[config.mk]
export PLATFORM = sky130hd
export DESIGN_NAME = pio_input_debounce
export DESIGN_NICKNAME = d
export VERILOG_FILES = /design/src/rtl/pio_cond_pkg.sv /design/src/rtl/debounce_channel.sv /design/src/rtl/pio_input_debounce.sv
export SDC_FILE = /design/constraint.sdc
export NUM_CORES = 1
export LEC_CHECK = 0
export ABC_AREA = 1
export CAP_MARGIN = 20
export CORE_MARGIN = 5
export CORE_UTILIZATION = 45
export DETAILED_ROUTE_END_ITERATION = 8
export GPL_TIMING_DRIVEN = 0
export PLACE_DENSITY = 0.65
export SYNTH_ARGS = -nofsm -noshare
export SYNTH_HDL_FRONTEND = slang
export SYNTH_SLANG_ARGS = --single-unit
export TNS_END_PERCENT = 30
[constraint.sdc]
create_clock -name clk -period 3.4 [get_ports clk]
set_clock_uncertainty 0.15 [all_clocks]
set_input_delay 1.02 -clock clk [delete_from_list [all_inputs] [get_ports clk]]
set_output_delay 1.02 -clock clk [all_outputs]
set_load 0.1 [all_outputs]
[src/rtl/pio_cond_pkg.sv]
`default_nettype none
// ============================================================================
//  Module   : pio_cond_pkg
//  Brief    : Shared constants and types for the PIO input conditioning block.
//  Revision : 1.0 - initial release
// ============================================================================
package pio_cond_pkg;

    localparam int NUM_BTN = 2;
    localparam int NUM_SW  = 4;
    localparam int NUM_CH  = NUM_BTN + NUM_SW;

    // 20 ms of stable input at a 50 MHz system clock
    localparam int DEBOUNCE_CYCLES_50MHZ = 1000000;

    localparam int BTN0 = 0;
    localparam int BTN1 = 1;
    localparam int SW0  = 2;
    localparam int SW1  = 3;
    localparam int SW2  = 4;
    localparam int SW3  = 5;

    typedef logic [NUM_CH-1:0] ch_vec_t;

endpackage : pio_cond_pkg
`default_nettype wire

[src/rtl/debounce_channel.sv]
`default_nettype none
// ============================================================================
//  Module   : debounce_channel
//  Brief    : One-bit synchroniser, stability counter, level register and
//             rise/fall pulse generator.
//  Revision : 1.0 - initial release
// ============================================================================
module debounce_channel
    import pio_cond_pkg::*;
#(
    parameter int   DEBOUNCE_CYCLES = DEBOUNCE_CYCLES_50MHZ,
    parameter int   CNT_W           = 20,
    parameter logic RESET_LEVEL     = 1'b0
) (
    input  logic clk,
    input  logic rst,
    input  logic i_raw,
    output logic o_level,
    output logic o_rise,
    output logic o_fall,
    output logic o_accept
);

    localparam logic [CNT_W-1:0] c_last = CNT_W'(DEBOUNCE_CYCLES - 1);

    logic             r_s1;
    logic             r_s2;
    logic             r_level;
    logic [CNT_W-1:0] r_cnt;
    logic             r_rise;
    logic             r_fall;
    logic             w_accept;

    // Acceptance strobe is also used by the top level to register its
    // aggregate outputs in the same cycle as the pulses.
    assign w_accept = (r_s2 != r_level) && (r_cnt == c_last);

    always_ff @(posedge clk) begin
        if (rst) begin
            r_s1    <= RESET_LEVEL;
            r_s2    <= RESET_LEVEL;
            r_level <= RESET_LEVEL;
            r_cnt   <= '0;
            r_rise  <= 1'b0;
            r_fall  <= 1'b0;
        end else begin
            r_s1   <= i_raw;
            r_s2   <= r_s1;
            r_rise <= 1'b0;
            r_fall <= 1'b0;
            if (r_s2 == r_level) begin
                r_cnt <= '0;
            end else if (w_accept) begin
                r_level <= r_s2;
                r_cnt   <= '0;
                r_rise  <= r_s2;
                r_fall  <= ~r_s2;
            end else begin
                r_cnt <= r_cnt + CNT_W'(1);
            end
        end
    end

    assign o_level  = r_level;
    assign o_rise   = r_rise;
    assign o_fall   = r_fall;
    assign o_accept = w_accept;

endmodule : debounce_channel
`default_nettype wire

[src/rtl/pio_input_debounce.sv]
`default_nettype none
// ============================================================================
//  Module   : pio_input_debounce
//  Brief    : Debounces button/DIP-switch inputs ahead of the HPS PIOs and
//             reports edges plus an aggregate transition count.
//  Revision : 1.0 - initial release
// ============================================================================
module pio_input_debounce #(
    parameter int                 NUM_CH          = pio_cond_pkg::NUM_CH,
    parameter int                 DEBOUNCE_CYCLES = pio_cond_pkg::DEBOUNCE_CYCLES_50MHZ,
    parameter int                 CNT_W           = 20,
    parameter logic [NUM_CH-1:0]  RESET_LEVEL     = 6'b000011,
    parameter int                 EVT_W           = 16
) (
    input  logic              clk,
    input  logic              reset,
    input  logic [NUM_CH-1:0] raw_in,
    output logic [NUM_CH-1:0] db_out,
    output logic [NUM_CH-1:0] rise_pulse,
    output logic [NUM_CH-1:0] fall_pulse,
    output logic              any_change,
    output logic [EVT_W-1:0]  evt_count,
    input  logic              evt_clr
);

    import pio_cond_pkg::*;

    logic [NUM_CH-1:0] w_accept;
    logic [EVT_W-1:0]  w_accept_cnt;
    logic              r_any_change;
    logic [EVT_W-1:0]  r_evt_count;

    for (genvar g = 0; g < NUM_CH; g++) begin : g_ch
        debounce_channel #(
            .DEBOUNCE_CYCLES (DEBOUNCE_CYCLES),
            .CNT_W           (CNT_W),
            .RESET_LEVEL     (RESET_LEVEL[g])
        ) u_ch (
            .clk      (clk),
            .rst      (reset),
            .i_raw    (raw_in[g]),
            .o_level  (db_out[g]),
            .o_rise   (rise_pulse[g]),
            .o_fall   (fall_pulse[g]),
            .o_accept (w_accept[g])
        );
    end

    always_comb begin
        w_accept_cnt = '0;
        for (int i = 0; i < NUM_CH; i++) begin
            w_accept_cnt = w_accept_cnt + EVT_W'(w_accept[i]);
        end
    end

    // A clear coincident with acceptances drops those events.
    always_ff @(posedge clk) begin
        if (reset) begin
            r_any_change <= 1'b0;
            r_evt_count  <= '0;
        end else begin
            r_any_change <= |w_accept;
            if (evt_clr) begin
                r_evt_count <= '0;
            end else begin
                r_evt_count <= r_evt_count + w_accept_cnt;
            end
        end
    end

    assign any_change = r_any_change;
    assign evt_count  = r_evt_count;

endmodule : pio_input_debounce
`default_nettype wire

After elaboration in Yosys (flattened, before gate mapping)
Index checks and enable logic that the tools add are counted.

cells by class
  $add $sub $neg = 12
  equality and inequality tests = 18
  bitwise logic cells = 18
  reductions and logical operators = 26

operator list
  cell                     count
  $add A20 B1 Y20 const B  6
  $eq A20 B20 Y1 const B   6
  $reduce_or A3 Y1         12
  $not A1 Y1               18
  $add A16 B6 Y16          1
  $reduce_and A2 Y1        6
  $add A5 B1 Y6            1
  $eq A1 B1 Y1             6
  $logic_and A1 B1 Y1      6
  $ne A1 B1 Y1             6
  $reduce_or A6 Y1         1
  $add A4 B1 Y5            1
  $add A3 B1 Y4            1
  $add A2 B1 Y3            1
  $add A1 B1 Y2            1
  $reduce_or A2 Y1         1

word-level totals
  register bits = 167
  input port bits = 9
  output and inout bits = 35
  logic and storage cells = 112

Logic depth before layout (Yosys ltp)
Gate-level depths: netlist (run 1).

  depth in word-level cells = 8
  depth in mapped cells = 20
  depth with buffers taken out = 20

Modules after synthesis
From an unflattened synthesis (run 1), not the netlist that was laid out.

second synthesis, totals
  cells, all modules = 1289
  area, all modules = 8709.6 µm²

modules (own cells, without submodules)
  module                               times used  cells an instance  area an instance (µm²)  seq. area each (µm²)
  debounce_channel (g_ch[2].u_ch ...)  4           192                1282.5                  500.5
  debounce_channel (g_ch[0].u_ch ...)  2           190                1303.8                  500.5
  pio_input_debounce                   1           141                972.2                   340.3

Least setup slack after synthesis (run 1)
Ideal clock, no wire load.

  path kind = reg-to-reg
  start point = register g_ch[0].u_ch.r_cnt[0]
  end point = register r_evt_count[14] (netlist: evt_count[14])
  setup time = 123 ps
  data arrival time = 3347 ps
  required time = 3127 ps
  slack = -220 ps
  cell stages (with the launch flop) = 21
  buffers on the path = 0
  cell sequence = dfxtp_1 ha_1 nand2_1 nor2_4 nand3_1 nor2_2 nand2_1 inv_1 fa_1 fa_1 fa_1 inv_1 fa_1 inv_1 nand2_1 nand2_1 nand2_1 nor2_1 nand3_1 o21ai_0 a21oi_1

on the way
  word-level cells in the longest chain between the ends = 8

RTL lines
  item                    line                      RTL
  from (decl)             debounce_channel.sv:29    logic [CNT_W-1:0] r_cnt;
  from (signal assigned)  debounce_channel.sv:59    r_cnt <= r_cnt + CNT_W'(1);
  $eq A20 B20 Y1          debounce_channel.sv:36    assign w_accept = (r_s2 != r_level) && (r_cnt == c_last);
  $logic_and A1 B1 Y1     debounce_channel.sv:36
  $add A1 B1 Y2           pio_input_debounce.sv:52  w_accept_cnt = w_accept_cnt + EVT_W'(w_accept[i]);
  $add A2 B1 Y3           pio_input_debounce.sv:52
  $add A3 B1 Y4           pio_input_debounce.sv:52
  $add A4 B1 Y5           pio_input_debounce.sv:52
  $add A5 B1 Y6           pio_input_debounce.sv:52
  $add A16 B6 Y16         pio_input_debounce.sv:66  r_evt_count <= r_evt_count + w_accept_cnt;
  to (signal assigned)    pio_input_debounce.sv:66
  to (decl)               pio_input_debounce.sv:31  logic [EVT_W-1:0] r_evt_count;

No other way between the ends.
A chain may end at the register's enable or synchronous reset.

Worst setup path in the final report (run 1)
  start point = register g_ch[2].u_ch.r_cnt[10]
  end point = register r_evt_count[14] (netlist: evt_count[14])

on the way
  word-level cells in the longest chain between the ends = 7

RTL lines
  item                    line
  from (decl)             debounce_channel.sv:29
  from (signal assigned)  debounce_channel.sv:59
  $eq A20 B20 Y1          debounce_channel.sv:36
  $logic_and A1 B1 Y1     debounce_channel.sv:36
  $add A2 B1 Y3           pio_input_debounce.sv:52
  $add A3 B1 Y4           pio_input_debounce.sv:52
  $add A4 B1 Y5           pio_input_debounce.sv:52
  $add A5 B1 Y6           pio_input_debounce.sv:52
  $add A16 B6 Y16         pio_input_debounce.sv:66

No other way between the ends.

==> results of run 1 <==
cell type report:
| class | count | area, µm² | area share, % |
|---|---|---|---|
| Clock buffer | 24 | 501.7 | 5.240 |
| Buffer | 30 | 210.2 | 2.196 |
| Tap cell | 225 | 281.5 | 2.940 |
| Inverter | 143 | 536.8 | 5.606 |
| Sequential cell | 167 | 3357 | 35.06 |
| Timing Repair Buffer | 81 | 719.4 | 7.514 |
| Clock inverter | 8 | 117.6 | 1.228 |
| Multi-Input combinational cell | 706 | 3850 | 40.21 |
power by group through the flow:
stage	Clock (mW)	Combinational (mW)	Sequential [mW]
finish	2.00	0.0597	1.97
global route	2.13	0.0678	1.97
CTS	2.05	0.0601	1.97
detailed placement	0	0.0582	2.01
global placement	0	0.0575	2.01
floorplan	0	0.0347	2.01
kinds of logic (layout without fill, tap and decap cells):
| family | after synthesis | count (layout) | synth area share [%] |
|---|---|---|---|
| DFF | 167 | 167 | 42.92 |
| xor gates and xnor gates | 48 | 48 | 5.397 |
| and+or+nand+nor | 548 | 548 | 33.04 |
| buffers and inverters | 173 | 286 | 9.589 |
| AOI/OAI and AO/OA | 97 | 97 | 6.585 |
| adders and majority gates | 13 | 13 | 2.474 |
per-layer routing:
| layer | up-vias | GRT usage (%) | routed length, µm |
|---|---|---|---|
| met4 | 0 | 5.657 | 251 |
| met2 | 97 | 27.51 | 7460 |
| met1 | 2956 | 21.08 | 7537 |
| met5 | - | 0 | 0 |
| met3 | 22 | 4.887 | 781 |
| li1 | 3529 | - | - |
worst min-delay path, delay by kind of cell, from the launching register on:
family                 cells  cell delay (ns)
flip-flops                 1             0.30
buffers and inverters      1             0.04
AND/OR/NAND/NOR            1             0.03
repair_timing:
item,4_1_cts,5_1_grt
pin swaps,15,10
setup buffers,33,5
gates resized for setup,22,14
cloned,0,0
setup endpoints to repair,12,15
cells in the mapped netlist (7+ instances only):
master / instances
sky130_fd_sc_hd__nor2_2: 9
sky130_fd_sc_hd__nand2_1: 172
sky130_fd_sc_hd__ha_1: 9
sky130_fd_sc_hd__dfxtp_1: 167
sky130_fd_sc_hd__nor3_1: 40
sky130_fd_sc_hd__xnor2_1: 13
sky130_fd_sc_hd__nor2_1: 171
sky130_fd_sc_hd__a21oi_1: 55
sky130_fd_sc_hd__nand4_1: 28
sky130_fd_sc_hd__buf_4: 18
sky130_fd_sc_hd__nor2_4: 7
sky130_fd_sc_hd__xor2_1: 35
sky130_fd_sc_hd__inv_1: 140
sky130_fd_sc_hd__or2_2: 7
sky130_fd_sc_hd__nand3_1: 64
sky130_fd_sc_hd__o21ai_0: 28
sky130_fd_sc_hd__nor3b_1: 10
sky130_fd_sc_hd__nor3_2: 7
sequential cells by signal, indices dropped and copies added, names as in the netlist:
register and count:
g_ch.u_ch.o_fall 6, g_ch.u_ch.r_s1 6, g_ch.u_ch.r_s2 6, evt_count 16
any_change 1, g_ch.u_ch.r_cnt 120, g_ch.u_ch.o_level 6, g_ch.u_ch.o_rise 6
per-stage QoR:
stage	total power [mW]	setup WS [ns]	hold WS, ns
5_1_grt	4.165	-0.3018	0.2729
3_3_place_gp	2.072	-0.5067	0.2398
3_5_place_dp	2.072	-0.5109	0.2503
4_1_cts	4.081	-0.1049	0.2620
6_report	4.029	-0.1386	0.2588
2_1_floorplan	2.048	-0.1336	0.2383
how the worst max path moves through the flow:
stage / startpoint / end / slack (ns) / depth (start not counted)
6_report: g_ch[2].u_ch.r_cnt[10] / evt_count[14] / -0.14 / 18
5_1_grt: g_ch[0].u_ch.r_cnt[1] / evt_count[14] / -0.30 / 20
4_1_cts: g_ch[2].u_ch.r_cnt[0] / evt_count[14] / -0.10 / 18
3_5_place_dp: g_ch[2].u_ch.r_cnt[0] / evt_count[14] / -0.51 / 18
3_3_place_gp: g_ch[2].u_ch.r_cnt[0] / evt_count[14] / -0.51 / 18
2_1_floorplan: g_ch[0].u_ch.r_cnt[1] / evt_count[14] / -0.13 / 20
==> results, run 1 <==
- The die area is 20040 µm².
- The number of enable flip-flop cells after synthesis is 0.
- The worst hold path begins at g_ch[4].u_ch.r_s1.
- At the end of routability-driven placement, the weighted congestion stood at approximately 0.87.
- Counting tap cells, the placed design contains a total of 1314 instances.
- The number of antenna violations at the first check in global routing is 0.
- Data on the critical path is required at its endpoint by 3.57 ns.
- The worst pin sits at a relative slew slack of approximately a third.
- The critical path in this run is classified as reg2reg.
- The post-layout utilization of the core is between 50% and 60%.
- Setup repair after global routing could not meet its margin everywhere.
- For this run, the slowest stage of the critical path takes 0.55 ns.
- The transition time at the pin with the least slew margin is 1.024 ns.
- The total clock sinks is 167.
- The number of max-capacitance violations reported is 0.
- The worst reg2reg path depth is 18.
- The checks that failed: negative setup slack.
- The area inside the core boundary is 17120 µm².
- In this run, flip-flops and latches consume between 40% and 50% of the power.
- The flow ran to the end, but the final reports show violations.
- The row count is 48.
- The antenna diode instance count is 0.
- After routing, the total negative slack on setup checks comes to -0.7270 ns.
- Clock-pin slew was measured on the worst setup and hold paths at ~0.060 ns.
- The combined global-route utilization of all metal layers is 16.74%.
- The largest area contributor in the netlist is sky130_fd_sc_hd__dfxtp_1.
- The switching portion of total power is 19.69%.
- Counting along the longest clock path gives a buffer depth of 2.
- The synthesized design devotes to its leading area cell type 42.92% of total area.
- For this run, the detailed router's first-pass iteration total came to 5.
- TritonCTS built the clock tree.
- The die outline height is 141.6 µm.
- The proportion of synthesized flip-flops having asynchronous set or reset is 0%.
- The post-synthesis net count is 1068.
- STA puts the critical path data arrival time at 3.71 ns.
- The critical path contains buffers and inverters numbering 3 combined.
- For the finished layout, the period the worst path requires is 3.539 ns.
- In this run the horizontal extent of the chip is 141.6 µm.
- The kind of launch point of the worst setup path is a register.
- The kind of capture point of the worst setup path is a register.
- The via count of the first global-routing pass is 6221.
- By area the synthesized netlist is led by sky130_fd_sc_hd__dfxtp_1 (43%), sky130_fd_sc_hd__nand2_1 (8.3%), sky130_fd_sc_hd__nor2_1 (8.2%), sky130_fd_sc_hd__inv_1 (6.7%), sky130_fd_sc_hd__nand3_1 (4.1%).
- The worst hold path class is reg2reg.
- The most frequent cell on the critical path is sky130_fd_sc_hd__inv_2.
- For this design the total switching power over the nets is 0.7932 mW.
- Dividing the detail-routed via count by the number of cells gives 4.772.
- The family with the most delay on the worst path is adder cells.
- Combinational logic is responsible for 1.5% of the overall power.
- For this run, the post-layout net count is 1168.
- The share of the clock period used by the worst path after layout is 104.1%.
- The later pin in the worst-skew pair is clocked with a latency of between 0.4 and 0.5 ns.
- The layout overhead on the synthesized area is 22.90%.
- Entering global routing, the biggest net connects 17 pins.
- The number of max-slew violations in the final report is 0.
- The final non-filler cell total is about 1400.
- The count of endpoints failing setup in the final report is 9.
- The reg-to-reg setup timing slack is -0.14 ns.
- Of the total power, the clock network draws 49.6%.
- The average wire per standard cell is 11.58 µm.
- The number of port buffers is 43.
- Leaving out fill and tap cells, the most frequent cells in the layout are sky130_fd_sc_hd__nor2_1 (168), sky130_fd_sc_hd__nand2_1 (163), sky130_fd_sc_hd__dfxtp_1 (158).
- The internal power summed over all cells is between 3 and 4 mW.
- The global-route wire length before repair is ~28000 µm.
- The upper clock frequency limit is 282.6 MHz.
- The maximum level of the CTS H-tree is 4.
- The number of clock buffers inserted by TritonCTS is 17.
- The number of DRC violations after detailed routing is 0.
- The cell count after synthesis is 1046.
- The post-cts hold buffer count is 0.
- In this run the critical register-to-register path is launched from g_ch[2].u_ch.r_cnt[10].
- The signal on the critical path passes through nor2_1 -> nand3_1 -> nor2_1 -> nand4_1 -> inv_2 -> fa_1 -> fa_1 -> fa_2 -> inv_2 -> fa_2 -> inv_2 -> nand2_2 -> nand2_2 -> nand2_4 -> nor2_4 -> nand3_2 -> o21ai_1 -> a21oi_1.
- The synthesized netlist contains 41 unique library cells.
- Summed over all layers, the routed wires come to 16030 µm.
- After layout, the worst setup slack is -0.1386 ns.
- The cell sitting at the root of the clock tree is a sky130_fd_sc_hd__clkbuf_16.
- The half-perimeter wire length after placement is 11460 µm.
- Across the VDD grid, the largest voltage drop is 0.0003316 V.
- The starting DRC count in detailed routing is 271.
- The filler cells instantiated in the layout total ~1700.
- The flop and latch count out of synthesis is 167.
- The number of instances on the worst hold path is 2.
- Global routing finished with a remaining overflow of 0.
- The area after detailed placement is between 8000 and 9000 µm².
- The fraction of final layout cells with drive strength greater than 1 is 16.22%.
- The vias after detailed routing is 6604.
- The library cell used most frequently in the layout, excluding fill and tap cells, is sky130_fd_sc_hd__nor2_1.
- The number of warnings printed during yosys synthesis is 0.
- In this run the static leakage power is 3.627 nW.
- The post-route cell area is 9574 µm².
- The detail route stage leaves a number of antenna-violating nets equal to 0.
- Power spread over the standard cell area amounts to about 420 nW/µm².
- The final hold violation count is 0.
- The mapped netlist covers roughly 7800 µm².
- Sequential elements use a little over two fifths of the synthesized area.
- The peak fanout along the critical path is 5.
- The synthesized area divided by synthesized cell count is 7.447 µm².
- The cell with the biggest individual delay on the critical path is sky130_fd_sc_hd__fa_1.
- The predominant post-synthesis flop cell is sky130_fd_sc_hd__dfxtp_1.
- The reg-to-reg critical path endpoint is evt_count[14].
- The number of placed I/O pins is 44.
- Once the floorplan was initialized, standard cells occupied 45.51% of the core.
- The terminating pin of the worst hold path is g_ch[4].u_ch.r_s2.
No activity file was read; power rests on OpenSTA's default activity.
==> run 2, diff against run 1 <==
--- a/config.mk
+++ b/config.mk
@@ -12,6 +12,7 @@
 export DETAILED_ROUTE_END_ITERATION = 8
 export GPL_TIMING_DRIVEN = 0
 export PLACE_DENSITY = 0.65
+export SKIP_LAST_GASP = 1
 export SYNTH_ARGS = -nofsm -noshare
 export SYNTH_HDL_FRONTEND = slang
 export SYNTH_SLANG_ARGS = --single-unit
==> run 2 against run 1 <==
  * The run still ends with negative setup slack left
  * Sequential share of layout area hardly changed
  * Non-clock buffer count up 2
  * Via count is 0.38% higher
==> results, run 2 (synthesis gave the netlist of run 1 again) <==
- TritonCTS built the clock tree.
- The cell family contributing the most delay on the critical path is adder cells.
- The number of placed I/O pins is 44 (unchanged).
- The setup TNS is -0.4461 ns (+0.2809 ns).
- The number of instances on the worst hold path is 2 (unchanged).
- The share of the clock period used by the worst path after layout is 104.0% (-0.12 points).
- The upper clock frequency limit is 282.9 MHz (+0.11%).
- Leaving out fill and tap cells, the most frequent cells in the layout are sky130_fd_sc_hd__nor2_1 (166), sky130_fd_sc_hd__nand2_1 (164), sky130_fd_sc_hd__dfxtp_1 (156).
- The layout overhead on the synthesized area is 23.02% (about the same).
- The combined global-route utilization of all metal layers is 16.74% (about the same).
- The die outline height is 141.6 µm (unchanged).
- The number of filler instances in the final layout was 1652 (-0.12%).
- The number of port buffers was 43 (unchanged).
- Ranked by flip-flop count, first place goes to g_ch.u_ch.r_cnt.
- The reg-to-reg setup timing slack came to -0.13 ns (about the same).
- The internal power summed over all cells is 3.236 mW (about the same).
- The remaining antenna violation count is 0 (unchanged).
- The largest individual stage delay along the critical path comes from the cell sky130_fd_sc_hd__fa_1.
- The cell at the root of the clock tree is sky130_fd_sc_hd__clkbuf_16.
- The area after detailed placement is 8561 µm² (unchanged).
- The area inside the core boundary is 17120 µm² (unchanged).
- The number of clock buffers inserted by TritonCTS is 17 (unchanged).
- The net count of the finished layout is 1170 (+0.17%).
- The power density over the cells was 420.7 nW/µm² (about the same).
- In this run the critical register-to-register path is launched from g_ch[2].u_ch.r_cnt[1].
- Traced cell by cell, the critical path runs through ha_4 -> nand3_4 -> nor2_4 -> nand4_1 -> inv_2 -> fa_1 -> fa_1 -> fa_2 -> inv_2 -> fa_2 -> inv_2 -> nand2_2 -> nand2_2 -> nand2_4 -> nor2_4 -> nand3_2 -> o21ai_1 -> a21oi_1.
- The delay of the slowest cell on the worst path was 0.55 ns (about the same).
- The detailed-routing iteration count for the pre-antenna-repair pass came to 5 (unchanged).
- The average wire per standard cell is 11.65 µm (+0.53%).
- The total power after layout is 4.031 mW (about the same).
- The buffers plus inverters on the worst setup path came to 3 (unchanged).
- The die area is 20040 µm² (unchanged).
- The relative contribution of combinational cells to total power was 1.5% (about the same).
- The number of max-capacitance violations reported came to 0 (unchanged).
- The smallest setup slack after layout was -0.1347 ns (+0.003951 ns).
- The transition time at the pin with the least slew margin is 1.025 ns (+0.0008462 ns).
- The switching portion of total power came to 19.73% (+0.043 points).
- The worst hold path terminates at g_ch[3].u_ch.r_s2.
- The final hold violation count is 0 (unchanged).
- The antenna diode instance count is 0 (unchanged).
- The count of endpoints failing setup in the final report is 7 (-2).
- The most numerous cell type found on the critical path is sky130_fd_sc_hd__inv_2.
- The residual overflow from global routing is 0 (unchanged).
- The worst path required time came to 3.57 ns (about the same).
- The flip-flop count of the largest register, all copies and words added is 120 (unchanged).
- Setup repair after global routing could not meet its margin everywhere.
- The via count of the first global-routing pass is 6220 (-0.016%).
- The critical path is of the reg2reg type.
- In this run the most critical hold path is launched from g_ch[3].u_ch.r_s1.
- The run finished, with violations left.
- The part of the total power dissipated in sequential elements is 48.9% (about the same).
- The total wirelength of the detailed-routed design is 16140 µm (+0.68%).
- The library cell used most frequently in the layout, excluding fill and tap cells, is sky130_fd_sc_hd__nor2_1.
- The total clock sinks came to 167 (unchanged).
- The worst reg2reg path depth is 18 (unchanged).
- The checks that failed: negative setup slack.
- The peak supply drop came to 0.0003325 V (+0.28%).
- The fraction of final layout cells with drive strength greater than 1 is 16.45% (+0.23 points).
- The proportion of power drawn by the clock network came to 49.7% (about the same).
- The peak fanout along the critical path came to 4 (-1).
- The arrival time of the worst setup path came to 3.70 ns (about the same).
- The net switching power of the design is 0.7953 mW (+0.26%).
- The post-route cell area is 9583 µm² (about the same).
- The pre-CTS setup slack is -0.5109 ns (unchanged).
- The number of antenna violations at the first check in global routing is 0 (unchanged).
- The global-route wire length before repair is 27630 µm (unchanged).
- The final critical delay including setup and external delays came to 3.535 ns (-0.003951 ns).
- The effective utilization at floorplan is 45.51% (unchanged).
- The number of DRC violations after detailed routing came to 0 (unchanged).
- The global placement routability congestion is 0.8699 (unchanged).
- The maximum level of the CTS H-tree is 4 (unchanged).
- The post-layout utilization of the core came to 55.99% (about the same).
- In this run the critical register-to-register path is captured at evt_count[14].
- The row count was 48 (unchanged).
- The number of max-slew violations in the final report came to 0 (unchanged).
- The horizontal die dimension is 141.6 µm (unchanged).
- The deepest clock path buffer count was 2 (unchanged).
- The half-perimeter wire length after placement is 11460 µm (unchanged).
- The via density per instance is 4.783 (+0.23%).
- The CTS clock-pin slew for the worst setup and hold paths is 0.06 ns (about the same).
- The worst slew margin relative to its limit is 31.48% (-0.057 points).
- The worst-skew pair later-pin latency was 0.43 ns (about the same).
- The largest net degree at the start of global routing was 17 (unchanged).
- The static power due to leakage is 3.645 nW (+0.50%).
- The starting DRC count in detailed routing is 275 (+1.5%).
- The worst setup path is launched from a register.
- The kind of capture point of the worst setup path is a register.
- The vias after detailed routing was 6629 (+0.38%).
- The worst hold path class is reg2reg.
==> run 2: worst max-delay path by stage <==
| stage | slack [ns] | endpoint | start | cells after the start |
|---|---|---|---|---|
| 2_1_floorplan | -0.13 | evt_count[14] | g_ch[0].u_ch.r_cnt[1] | 20 |
| 3_3_place_gp | -0.51 | evt_count[14] | g_ch[2].u_ch.r_cnt[0] | 18 |
| 6_report | -0.13 | evt_count[14] | g_ch[2].u_ch.r_cnt[1] | 18 |
| 4_1_cts | -0.10 | evt_count[14] | g_ch[2].u_ch.r_cnt[0] | 18 |
| 5_1_grt | -0.30 | evt_count[14] | g_ch[0].u_ch.r_cnt[1] | 20 |
| 3_5_place_dp | -0.51 | evt_count[14] | g_ch[2].u_ch.r_cnt[0] | 18 |
==> run 2: power by group through the flow <==
stage,clock network [mW],logic [mW],registers (mW)
floorplan,0,0.0347,2.01
global placement,0,0.0575,2.01
detailed placement,0,0.0582,2.01
CTS,2.05,0.0600,1.97
global route,2.13,0.0675,1.97
finish,2.00,0.0594,1.97
==> run 2: worst register-to-register path: cells and delay by family (launching register included) <==
family	cells	cell delay [ns]
flip-flops	1	0.35
buffers and inverters	3	0.25
AND/OR/NAND/NOR	8	0.81
AO/OA/AOI/OAI	2	0.18
adder cells (fa/ha/maj)	5	1.69
==> run 2: repair_timing <==
action                                  CTS  global route
hold buffers                              0             0
resized for setup                        18            18
pin swaps                                14            16
endpoints found under the setup margin   12            15
buffers inserted                         33             9
==> run 2: metrics by stage <==
step                      cells  hold slack [ns]
final                      1386           0.2598
after global routing       1386           0.2729
after CTS                  1379           0.2620
after detailed placement   1314           0.2503
after global placement     1314           0.2398
after floorplan            1046           0.2383
==> run 2: layout make-up <==
cell class	count	area [µm²]	share of cell area, %
Multi-Input combinational cell	706	3845	40.12
Sequential cell	167	3359	35.06
Timing Repair Buffer	83	730.7	7.625
Inverter	143	536.8	5.601
Clock buffer	24	501.7	5.236
Tap cell	225	281.5	2.938
Buffer	30	210.2	2.194
Clock inverter	8	117.6	1.227
==> run 2: per-layer routing <==
metal / up-vias / track usage, % / share of wire (%) / wire, µm
li1: 3536 / - / - / -
met1: 2961 / 21.08 / 47 / 7574
met2: 110 / 27.53 / 46 / 7483
met3: 22 / 4.887 / 5.0 / 806
met4: 0 / 5.657 / 1.7 / 276
met5: - / 0 / 0 / 0
==> run 3, diff against run 2 <==
--- a/config.mk
+++ b/config.mk
@@ -12,6 +12,7 @@
 export DETAILED_ROUTE_END_ITERATION = 8
 export GPL_TIMING_DRIVEN = 0
 export PLACE_DENSITY = 0.65
+export SETUP_SLACK_MARGIN = 0.1
 export SKIP_LAST_GASP = 1
 export SYNTH_ARGS = -nofsm -noshare
 export SYNTH_HDL_FRONTEND = slang
==> run 3 against run 2 <==
  * The run still ends with negative setup slack left
  * Flip-flop and latch count unchanged
  * Worst setup slack better by 0.0037 ns
  * Via count rose by 0.14%
  * Cell count is essentially flat
  * Non-clock buffer count shrank 1
  * Register-to-register slack is essentially flat
  * Die area did not move
  * Core utilization about the same
  * First-iteration DRC count rose by 6.9%
  * Cell area is essentially flat
  * Sequential share of layout area hardly changed
==> results, run 3 (synthesis gave the netlist of run 1 again) <==
- The smallest setup slack after layout came to -0.1310 ns (+0.003694 ns).
- The reg-to-reg critical path endpoint is evt_count[14].
- The number of antenna violations at the first check in global routing came to 0 (unchanged).
- The cell count after placement is 1314 (unchanged).
- The number of max-capacitance violations reported is 0 (unchanged).
- The combined global-route utilization of all metal layers is 16.74% (unchanged).
- The number of DRC violations after detailed routing is 0 (unchanged).
- The remaining antenna violation count is 0 (unchanged).
- The worst path required time is 3.57 ns (about the same).
- The sequential cell area was 3359 µm² (unchanged).
- The total power after layout came to 4.031 mW (about the same).
- The number of clock buffers inserted by TritonCTS came to 17 (unchanged).
- The worst-skew pair later-pin latency is 0.43 ns (about the same).
- The arrival time of the worst setup path is 3.70 ns (about the same).
- The starting DRC count in detailed routing came to 294 (+6.9%).
- The fraction of final layout cells with drive strength greater than 1 came to 16.38% (-0.072 points).
- The power density over the cells is 421.0 nW/µm² (about the same).
- The net count of the finished layout is 1169 (-0.085%).
- The peak fanout along the critical path was 4 (unchanged).
- The worst hold path begins at g_ch[3].u_ch.r_s1.
- The worst slew margin relative to its limit is 31.48% (unchanged).
- The kind of capture point of the worst setup path is a register.
- The static power due to leakage came to 3.641 nW (-0.11%).
- The total wirelength of the detailed-routed design is 16150 µm (about the same).
- The final non-filler cell total came to 1385 (-0.072%).
- The post-layout utilization of the core is 55.94% (about the same).
- The row count is 48 (unchanged).
- The count of endpoints failing setup in the final report is 7 (unchanged).
- The antenna diode instance count is 0 (unchanged).
- The average wire per standard cell is 11.66 µm (+0.13%).
- The largest net degree at the start of global routing is 17 (unchanged).
- The flip-flop count of the largest register, all copies and words added came to 120 (unchanged).
- The effective utilization at floorplan is 45.51% (unchanged).
- In this run the critical register-to-register path is launched from g_ch[2].u_ch.r_cnt[11].
- The worst hold path class is reg2reg.
- The final reports fail on negative setup slack.
- The half-perimeter wire length after placement is 11460 µm (unchanged).
- The number of instances on the worst hold path is 2 (unchanged).
- The number of port buffers is 43 (unchanged).
- The terminating pin of the worst hold path is g_ch[3].u_ch.r_s2.
- The area used by multi-input combinational logic is 3845 µm² (unchanged).
- The worst reg2reg path depth is 18 (unchanged).
- The deepest clock path buffer count came to 2 (unchanged).
- The upper clock frequency limit is 283.2 MHz (+0.10%).
- The die area came to 20040 µm² (unchanged).
- The area inside the core boundary is 17120 µm² (unchanged).
- The final hold violation count was 0 (unchanged).
- The library cell used most frequently in the layout, excluding fill and tap cells, is sky130_fd_sc_hd__nor2_1.
- The flow ran to the end, but the final reports show violations.
- The kind of launch point of the worst setup path is a register.
- The number of placed I/O pins is 44 (unchanged).
- The number of max-slew violations in the final report is 0 (unchanged).
- The setup TNS is -0.4202 ns (+0.02588 ns).
- The via count of the first global-routing pass is 6220 (unchanged).
- The setup path with the least slack is of type reg2reg.
- The share of the clock period used by the worst path after layout is 103.9% (-0.11 points).
- The maximum level of the CTS H-tree is 4 (unchanged).
- The global placement routability congestion is 0.8699 (unchanged).
- In the layout the commonest cells are sky130_fd_sc_hd__nor2_1 (166), sky130_fd_sc_hd__nand2_1 (164), sky130_fd_sc_hd__dfxtp_1 (156).
- The peak supply drop is 0.0003324 V (about the same).
- Clock tree synthesis selected as its root buffer the cell sky130_fd_sc_hd__clkbuf_16.
- Setup repair after global routing could not meet its margin everywhere.
- The layout overhead on the synthesized area was 22.92% (about the same).
- The horizontal die dimension was 141.6 µm (unchanged).
- The reg-to-reg setup timing slack is -0.13 ns (about the same).
- TritonCTS built the clock tree.
- The vias after detailed routing is 6638 (+0.14%).
- The number of filler instances in the final layout came to 1654 (+0.12%).
- The transition time at the pin with the least slew margin is 1.025 ns (unchanged).
- The final critical delay including setup and external delays is 3.531 ns (-0.003694 ns).
- The residual overflow from global routing is 0 (unchanged).
- The detailed-routing iteration count for the pre-antenna-repair pass is 5 (unchanged).
- The global-route wire length before repair is 27630 µm (unchanged).
- The via density per instance is 4.793 (+0.21%).
- The CTS clock-pin slew for the worst setup and hold paths is 0.06 ns (about the same).
- The die outline height is 141.6 µm (unchanged).
- The total clock sinks is 167 (unchanged).
- The largest register by flop count is g_ch.u_ch.r_cnt.
- The worst hold slack is 0.2598 ns (unchanged).
[run 3: changes by cell type in the layout (fill, tap and decap cells not counted)]
cell / change
sky130_fd_sc_hd__buf_4: -1
[run 3: per-stage QoR]
step	worst slack (ns)	area [µm²]
after floorplan	-0.1336	7849
after global placement	-0.5067	8561
after CTS	-0.1049	9477
final	-0.1310	9575
after detailed placement	-0.5109	8561
after global routing	-0.3021	9575
[run 3: timing repair]
item,4_1_cts,5_1_grt
hold buffers,0,0
pin swaps,14,16
resized for setup,18,18
setup endpoints to repair,14,18
buffers inserted,33,9
[run 3: layout make-up]
cell class / count / share of cell area, %
plain buffers: 30 / 2.195
flip-flops and latches: 167 / 35.08
multi-input cells: 706 / 40.15
clock buffers: 24 / 5.240
clock inverters: 8 / 1.228
repair buffers: 82 / 7.553
well taps: 225 / 2.940
inverters: 143 / 5.606
[run 3: routing by layer]
| metal | track usage [%] | part of all wire, % | wire, µm |
|---|---|---|---|
| met2 | 27.53 | 46 | 7468 |
| met1 | 21.08 | 47 | 7609 |
| met5 | 0 | 0 | 0 |
| met3 | 4.887 | 4.9 | 799 |
| met4 | 5.657 | 1.7 | 272 |
[run 3: power by group]
group	internal [mW]	leakage, nW	switching (mW)	total, mW
clock	1.25	0.306	0.754	2.00
sequential	1.96	1.35	0.00491	1.97
combinational	0.0225	1.98	0.0370	0.0594
total	3.24	3.64	0.795	4.03
[run 3: worst max path at each step]
stage / start / end / slack, ns / cells after the start
2_1_floorplan: g_ch[0].u_ch.r_cnt[1] / evt_count[14] / -0.13 / 20
3_3_place_gp: g_ch[2].u_ch.r_cnt[0] / evt_count[14] / -0.51 / 18
3_5_place_dp: g_ch[2].u_ch.r_cnt[0] / evt_count[14] / -0.51 / 18
4_1_cts: g_ch[2].u_ch.r_cnt[0] / evt_count[14] / -0.10 / 18
5_1_grt: g_ch[0].u_ch.r_cnt[1] / evt_count[14] / -0.30 / 20
6_report: g_ch[2].u_ch.r_cnt[11] / evt_count[14] / -0.13 / 18
[run 3: worst max-delay path, cell delays in order (launching register included)]
cell	delay [ns]
sky130_fd_sc_hd__dfxtp_1	0.33
sky130_fd_sc_hd__nor2_2	0.13
sky130_fd_sc_hd__nand3_2	0.10
sky130_fd_sc_hd__nor2_2	0.15
sky130_fd_sc_hd__nand4_1	0.18
sky130_fd_sc_hd__inv_2	0.14
sky130_fd_sc_hd__fa_1	0.44
sky130_fd_sc_hd__fa_1	0.55
sky130_fd_sc_hd__fa_2	0.22
sky130_fd_sc_hd__inv_2	0.04
sky130_fd_sc_hd__fa_2	0.32
sky130_fd_sc_hd__inv_2	0.07
sky130_fd_sc_hd__nand2_2	0.05
sky130_fd_sc_hd__nand2_2	0.08
sky130_fd_sc_hd__nand2_4	0.09
sky130_fd_sc_hd__nor2_4	0.12
sky130_fd_sc_hd__nand3_2	0.08
sky130_fd_sc_hd__o21ai_1	0.13
sky130_fd_sc_hd__a21oi_1	0.05
